### config.mk
export PLATFORM = sky130hd
export DESIGN_NAME = rom_load_ctrl_flat
export DESIGN_NICKNAME = d
export VERILOG_FILES = /design/src/rtl/astro_mem_pkg.sv /design/src/rtl/rom_load_ctrl_if.sv /design/src/rtl/cart_mirror_mask.sv /design/src/rtl/rom_load_ctrl.sv /design/src/flat_wrapper.sv
export SDC_FILE = /design/constraint.sdc
export NUM_CORES = 1
export LEC_CHECK = 0
export CAP_MARGIN = 10
export CORE_MARGIN = 2
export CORE_UTILIZATION = 40
export CTS_CLUSTER_DIAMETER = 80
export DETAILED_ROUTE_END_ITERATION = 8
export HOLD_SLACK_MARGIN = 0.1
export PLACE_DENSITY = 0.69
export RECOVER_POWER = 50
export SLEW_MARGIN = 20
export SYNTH_ARGS = -nofsm -noshare
export SYNTH_HDL_FRONTEND = slang
export SYNTH_HIERARCHICAL = 1
export SYNTH_SLANG_ARGS = --single-unit
### constraint.sdc
create_clock -name clk_sys -period 3.85 [get_ports clk_sys]
set_input_delay 0.77 -clock clk_sys [delete_from_list [all_inputs] [get_ports clk_sys]]
set_output_delay 0.77 -clock clk_sys [all_outputs]
set_load 0.1 [all_outputs]
### src/rtl/astro_mem_pkg.sv
// astro_mem_pkg: shared loader state enum, ROM index codes and default sizes
package astro_mem_pkg;
    typedef enum logic [1:0] {IDLE, WR_LO, WR_HI, HOLD} ld_state_e;
    localparam logic [7:0] IDX_BIOS = 8'd0;
    localparam logic [7:0] IDX_CART = 8'd1;
    localparam int DEF_ADDR_W = 13;
    localparam int DEF_HOLD_CYCLES = 16;
endpackage

### src/rtl/rom_load_ctrl_if.sv
// rom_load_ctrl_if: HPS ioctl download bus between the host (master) and the loader (slave)
interface rom_load_ctrl_if;
    logic        ioctl_download;
    logic [7:0]  ioctl_index;
    logic        ioctl_wr;
    logic [24:0] ioctl_addr;
    logic [15:0] ioctl_dout;
    logic        ioctl_wait;
    modport master (output ioctl_download, ioctl_index, ioctl_wr, ioctl_addr, ioctl_dout, input ioctl_wait);
    modport slave (input ioctl_download, ioctl_index, ioctl_wr, ioctl_addr, ioctl_dout, output ioctl_wait);
endinterface

### src/rtl/cart_mirror_mask.sv
// cart_mirror_mask: mask = P-1 for the smallest power of two P >= size; size 0 gives all ones
module cart_mirror_mask
    import astro_mem_pkg::*;
#(
    parameter int ADDR_W = DEF_ADDR_W
) (
    input  logic [ADDR_W:0]   size,
    output logic [ADDR_W-1:0] mask
);
    logic [ADDR_W:0] m;
    assign m = size - (ADDR_W+1)'(1);
    for (genvar i = 0; i < ADDR_W; i++) begin : g_smear
        assign mask[i] = |m[ADDR_W:i];
    end
endmodule

### src/rtl/rom_load_ctrl.sv
// rom_load_ctrl: splits HPS 16-bit download words into BIOS/cart RAM byte writes; CART_MIRROR_EN masks CPU cart address
module rom_load_ctrl
    import astro_mem_pkg::*;
#(
    parameter int HOLD_CYCLES = DEF_HOLD_CYCLES,
    parameter int ADDR_W      = DEF_ADDR_W
) (
    input  logic              clk_sys,
    input  logic              reset_l,
    rom_load_ctrl_if.slave    io,
    input  logic [ADDR_W-1:0] cpu_cart_addr,
    input  logic [ADDR_W-1:0] cpu_bios_addr,
    output logic [ADDR_W-1:0] mem_cart_addr,
    output logic [ADDR_W-1:0] mem_bios_addr,
    output logic [7:0]        mem_din,
    output logic              mem_cart_we,
    output logic              mem_bios_we,
    output logic [ADDR_W:0]   cart_size,
    output logic              load_err,
    output logic              sys_reset_l
);
    localparam int CW = $clog2(HOLD_CYCLES + 1);
    ld_state_e       state_q, state_d;
    logic            dl_q, dl_d;
    logic [24:0]     addr_q, addr_d;
    logic [15:0]     data_q, data_d;
    logic [7:0]      idx_q, idx_d;
    logic [CW-1:0]   cnt_q, cnt_d;
    logic [ADDR_W:0] size_q, size_d;
    logic            err_q, err_d;
    logic            wr_st, in_range, idx_ok, rise, fall, loader;
    logic [ADDR_W:0]   new_end;
    logic [ADDR_W-1:0] ld_addr, cpu_cart_eff;
    assign wr_st    = state_q == WR_LO || state_q == WR_HI;
    assign in_range = addr_q[24:ADDR_W] == '0;
    assign idx_ok   = idx_q == IDX_BIOS || idx_q == IDX_CART;
    assign rise     = io.ioctl_download && !dl_q;
    assign fall     = !io.ioctl_download && dl_q;
    assign new_end  = {1'b0, addr_q[ADDR_W-1:0]} + (ADDR_W+1)'(2);
    assign ld_addr  = addr_q[ADDR_W-1:0] + ADDR_W'(state_q == WR_HI);
    always_ff @(posedge clk_sys or negedge reset_l) begin
        if (!reset_l) begin
            state_q <= IDLE;
            dl_q    <= 1'b0;
            addr_q  <= '0;
            data_q  <= '0;
            idx_q   <= '0;
            cnt_q   <= '0;
            size_q  <= '0;
            err_q   <= 1'b0;
        end else begin
            state_q <= state_d;
            dl_q    <= dl_d;
            addr_q  <= addr_d;
            data_q  <= data_d;
            idx_q   <= idx_d;
            cnt_q   <= cnt_d;
            size_q  <= size_d;
            err_q   <= err_d;
        end
    end
    always_comb begin
        state_d = state_q;
        dl_d    = io.ioctl_download;
        addr_d  = addr_q;
        data_d  = data_q;
        idx_d   = idx_q;
        cnt_d   = cnt_q;
        case (state_q)
            IDLE: begin
                if (io.ioctl_wr) begin
                    state_d = WR_LO;
                    addr_d  = io.ioctl_addr;
                    data_d  = io.ioctl_dout;
                    idx_d   = io.ioctl_index;
                end else if (fall) begin
                    state_d = HOLD;
                    cnt_d   = '0;
                end
            end
            WR_LO: state_d = WR_HI;
            // a download that ended during WR_LO is seen here, after both bytes
            WR_HI: begin
                state_d = io.ioctl_download ? IDLE : HOLD;
                cnt_d   = '0;
            end
            default: begin
                state_d = cnt_q == CW'(HOLD_CYCLES - 1) ? IDLE : HOLD;
                cnt_d   = cnt_q + CW'(1);
            end
        endcase
    end
    always_comb begin
        err_d  = err_q;
        size_d = (rise && io.ioctl_index == IDX_CART) ? '0 : size_q;
        if (rise && (io.ioctl_index == IDX_BIOS || io.ioctl_index == IDX_CART))
            err_d = 1'b0;
        if (state_q == WR_LO && !(in_range && idx_ok))
            err_d = 1'b1;
        if (state_q == WR_LO && in_range && idx_q == IDX_CART && new_end > size_d)
            size_d = new_end;
    end
`ifdef CART_MIRROR_EN
    logic [ADDR_W-1:0] mirror_mask;
    cart_mirror_mask #(.ADDR_W(ADDR_W)) u_mask (.size(size_q), .mask(mirror_mask));
    assign cpu_cart_eff = cpu_cart_addr & mirror_mask;
`else
    assign cpu_cart_eff = cpu_cart_addr;
`endif
    assign loader        = io.ioctl_download || state_q != IDLE;
    assign io.ioctl_wait = wr_st;
    assign mem_cart_we   = wr_st && in_range && idx_q == IDX_CART;
    assign mem_bios_we   = wr_st && in_range && idx_q == IDX_BIOS;
    assign mem_din       = state_q == WR_LO ? data_q[7:0] : state_q == WR_HI ? data_q[15:8] : 8'h00;
    assign mem_cart_addr = loader ? ld_addr : cpu_cart_eff;
    assign mem_bios_addr = loader ? ld_addr : cpu_bios_addr;
    assign cart_size     = size_q;
    assign load_err      = err_q;
    assign sys_reset_l   = reset_l && !io.ioctl_download && state_q == IDLE;
endmodule
### src/flat_wrapper.sv
// flat-port wrapper written by rule: the top's interface ports become plain ports
module rom_load_ctrl_flat import astro_mem_pkg::*;
#(
    parameter int HOLD_CYCLES = DEF_HOLD_CYCLES,
    parameter int ADDR_W      = DEF_ADDR_W
)
  (clk_sys, reset_l, cpu_cart_addr, cpu_bios_addr, mem_cart_addr, mem_bios_addr, mem_din, mem_cart_we, mem_bios_we, cart_size, load_err, sys_reset_l, io_ioctl_download, io_ioctl_index, io_ioctl_wr, io_ioctl_addr, io_ioctl_dout, io_ioctl_wait);
  rom_load_ctrl_if io_i ();
  input  logic clk_sys;
  input  logic reset_l;
  input  logic [ADDR_W-1:0] cpu_cart_addr;
  input  logic [ADDR_W-1:0] cpu_bios_addr;
  output logic [ADDR_W-1:0] mem_cart_addr;
  output logic [ADDR_W-1:0] mem_bios_addr;
  output logic [7:0] mem_din;
  output logic mem_cart_we;
  output logic mem_bios_we;
  output logic [ADDR_W:0] cart_size;
  output logic load_err;
  output logic sys_reset_l;
  input wire logic [$bits(io_i.ioctl_download)-1:0] io_ioctl_download;
  input wire logic [$bits(io_i.ioctl_index)-1:0] io_ioctl_index;
  input wire logic [$bits(io_i.ioctl_wr)-1:0] io_ioctl_wr;
  input wire logic [$bits(io_i.ioctl_addr)-1:0] io_ioctl_addr;
  input wire logic [$bits(io_i.ioctl_dout)-1:0] io_ioctl_dout;
  output wire logic [$bits(io_i.ioctl_wait)-1:0] io_ioctl_wait;
  assign io_i.ioctl_download = io_ioctl_download;
  assign io_i.ioctl_index = io_ioctl_index;
  assign io_i.ioctl_wr = io_ioctl_wr;
  assign io_i.ioctl_addr = io_ioctl_addr;
  assign io_i.ioctl_dout = io_ioctl_dout;
  assign io_ioctl_wait = io_i.ioctl_wait;
  rom_load_ctrl #(.HOLD_CYCLES(HOLD_CYCLES), .ADDR_W(ADDR_W)) u_core (.clk_sys(clk_sys), .reset_l(reset_l), .io(io_i), .cpu_cart_addr(cpu_cart_addr), .cpu_bios_addr(cpu_bios_addr), .mem_cart_addr(mem_cart_addr), .mem_bios_addr(mem_bios_addr), .mem_din(mem_din), .mem_cart_we(mem_cart_we), .mem_bios_we(mem_bios_we), .cart_size(cart_size), .load_err(load_err), .sys_reset_l(sys_reset_l));
endmodule
==> flow_summary.ini <==
[routing]
wl_per_cell_um = 15.85
ant_nets = 0
dr.pass1.iters = 5
drtIter0Drc = 122
wl_um = 10460
via_count = 3388
routed_via_density = 5.133
drc = 0

[synthesis]
synth_area_per_cell_um2 = 10.75
synth_nets = 485
netlist_area_um2 = 4118
ys_types = 42
ys_ff_latch = 72
yosys-top-cells-count = dfrtp_1, mux2_2, nand2_1
synth_enable_flop_cells = 0
synthTopCellsByArea = dfrtp_1, mux2_2, ha_1, o21a_1, nand2_1
async_reset_ff_share_pct = 100.0
synth.most_common_cell = dfrtp_1
ys.flop_type = dfrtp_1
yosysSeqAreaShare_pct = 43.76
ys_warn_count = 6
synth_top_area_cell = dfrtp_1
postSynthCellCount = 383
yosysTopAreaCellShare_pct = 43.76

[hold_path]
hp-class = register to register

[clocking]
cts_buffers = 9
clock_sinks = 72
path_clk_slew_ps = 80
tritoncts = yes
hold_buffers = 0
worst_skew_pair.late_latency_ps = 350
clock-root-buffer = clkbuf_8
cts_buffer_depth = 2
h-tree-depth = 3

[timing]
rsz0062_at_grt = false
slew_headroom_pct = -19.93
finalMaxSlewViolations = 73
fin_crit_sh_pct = 94.22
hold_viol_final = 0
min_period_ps = 3627
post-route-worst-setup-slack_ps = 222.7
clock_skew_ps = 8.626
tightest_slew_ps = 1799
clock.fmax_ghz = 0.2757
setup_viol = 0

[critical_path]
crit_fanout = 14
startpoint_type = input pin
critPathCaptureType = register
arrival_ps = 3860
critPathKind = input pin to register
cp.required_ps = 4080

[floorplanning]
fp.dieH_um = 105.5
start_util_pct = 40.61
core_area_um2 = 10140
rows = 37
dieArea_um2 = 11120
io-pin-count = 132
die_w_um = 105.5

[job]
maxCapViolations = 1

[outcome]
violations = capacitance limit, slew limit
status = complete, but fails checks

[place]
place_ws_ps = -83.67
dpl.hpwl_um = 8013
port_buffers = 131
gp_congestion = 0.8373

[global_routing]
grt_pass1_vias = 3519
grt_usage_pct = 19.62
gr-total-overflow = 0
antenna_found_initial = 1
grt_pass1_wl_um = 17390
grt_max_degree = 73

[layout]
syn_to_final_growth_pct = 48.01
diodes = 0
drive_above_1_share_pct = 24.43
nets = 621
## path summary, 6_finish.rpt
| check | slack [ps] | cells after the start | to | startpoint |
|---|---|---|---|---|
| worst max-delay path | 220 | 14 | u_core/cart_size[12]$_DFF_PN0_ | io_ioctl_download |
| worst min-delay path | 490 | 2 | u_core/cnt_q[4]$_DFFE_PN0P_ | u_core/cnt_q[4]$_DFFE_PN0P_ |
| worst max register to register | 420 | 10 | u_core/cart_size[12]$_DFF_PN0_ | u_core/addr_q[4]$_DFFE_PN0P_ |
| worst min register to register | 490 | 2 | u_core/cnt_q[4]$_DFFE_PN0P_ | u_core/cnt_q[4]$_DFFE_PN0P_ |
| max in group asynchronous | 1630 | 2 | u_core/addr_q[12]$_DFFE_PN0P_ | reset_l |
| min in group asynchronous | 1130 | 2 | u_core/cart_size[10]$_DFF_PN0_ | reset_l |
## flip-flops by register name, indices dropped and copies added (netlist names)
name              count
u_core/addr_q        25
u_core/cart_size     14
u_core/cnt_q          5
u_core/data_q        16
u_core/load_err       1
u_core/idx_q          8
u_core/state_q        2
u_core/dl_q           1
## final cells by class
type | count | area [µm²]
inverters | 21 | 78.83
clock buffers | 11 | 141.4
repair buffers | 140 | 1622
multi-input cells | 275 | 2177
clock inverters | 5 | 103.9
flip-flops and latches | 72 | 1802
fillers | 857 | 4044
well taps | 136 | 170.2
## metal layers
layer | global-route usage, % | wire length (µm)
met1 | 24.76 | 4499
met2 | 31.34 | 4963
met3 | 6.741 | 799
met4 | 6.762 | 187
met5 | 0 | 13
## cells in the final DEF (no fill, tap or decap), types with 8 or more instances in the layout
cell type	netlist	final
nor2_1	11	11
buf_4	0	17
nor3_1	9	9
o21ai_0	15	15
xor2_1	11	11
clkbuf_8	0	10
buf_12	0	28
ha_1	23	23
inv_1	21	21
nand3_1	13	13
mux2_2	53	53
o21a_1	20	20
clkdlybuf4s50_1	0	91
a22o_1	8	8
nand2_1	38	38
and2_1	11	11
dfrtp_1	72	72
## cell families (layout without fill, tap and decap cells)
| kind of cell | count (synthesis) | after routing | synth area share, % |
|---|---|---|---|
| flip-flops | 72 | 72 | 43.76 |
| adder cells (fa/ha/maj) | 23 | 23 | 6.989 |
| buffers and inverters | 36 | 177 | 3.525 |
| XOR/XNOR | 18 | 18 | 3.829 |
| AND/OR/NAND/NOR | 110 | 110 | 13.28 |
| AO/OA/AOI/OAI | 61 | 61 | 10.85 |
| multiplexers | 63 | 63 | 17.78 |
## per-stage QoR
stage                     utilization [%]  cell area (µm²)  setup TNS (ps)  cells  hold slack, ps
after floorplan                         -             4118               0    383           442.9
after global placement              57.76             5856          -173.7    644           455.3
after detailed placement            57.76             5856          -809.3    644           478.5
after CTS                           60.18             6101               0    660           496.9
after global routing                60.11             6095               0    660           529.7
final                               60.11             6095               0    660           493.1
## critical path: stages
cell	delay, ps
dlygate4sd3_1	550
inv_1	60
nor3_1	280
nand4_1	150
buf_4	210
and2_1	180
inv_1	60
ha_1	140
nand4_1	130
or3_1	420
a31oi_2	200
o2111ai_4	190
buf_12	210
mux2_4	290
## timing repair
action	4_1_cts	5_1_grt
endpoints found under the setup margin	0	2
setup buffers	0	0
resized for setup	0	1
Power is not shown: default switching activity piles up to over one toggle a cycle in this logic, so the estimate is an artifact.
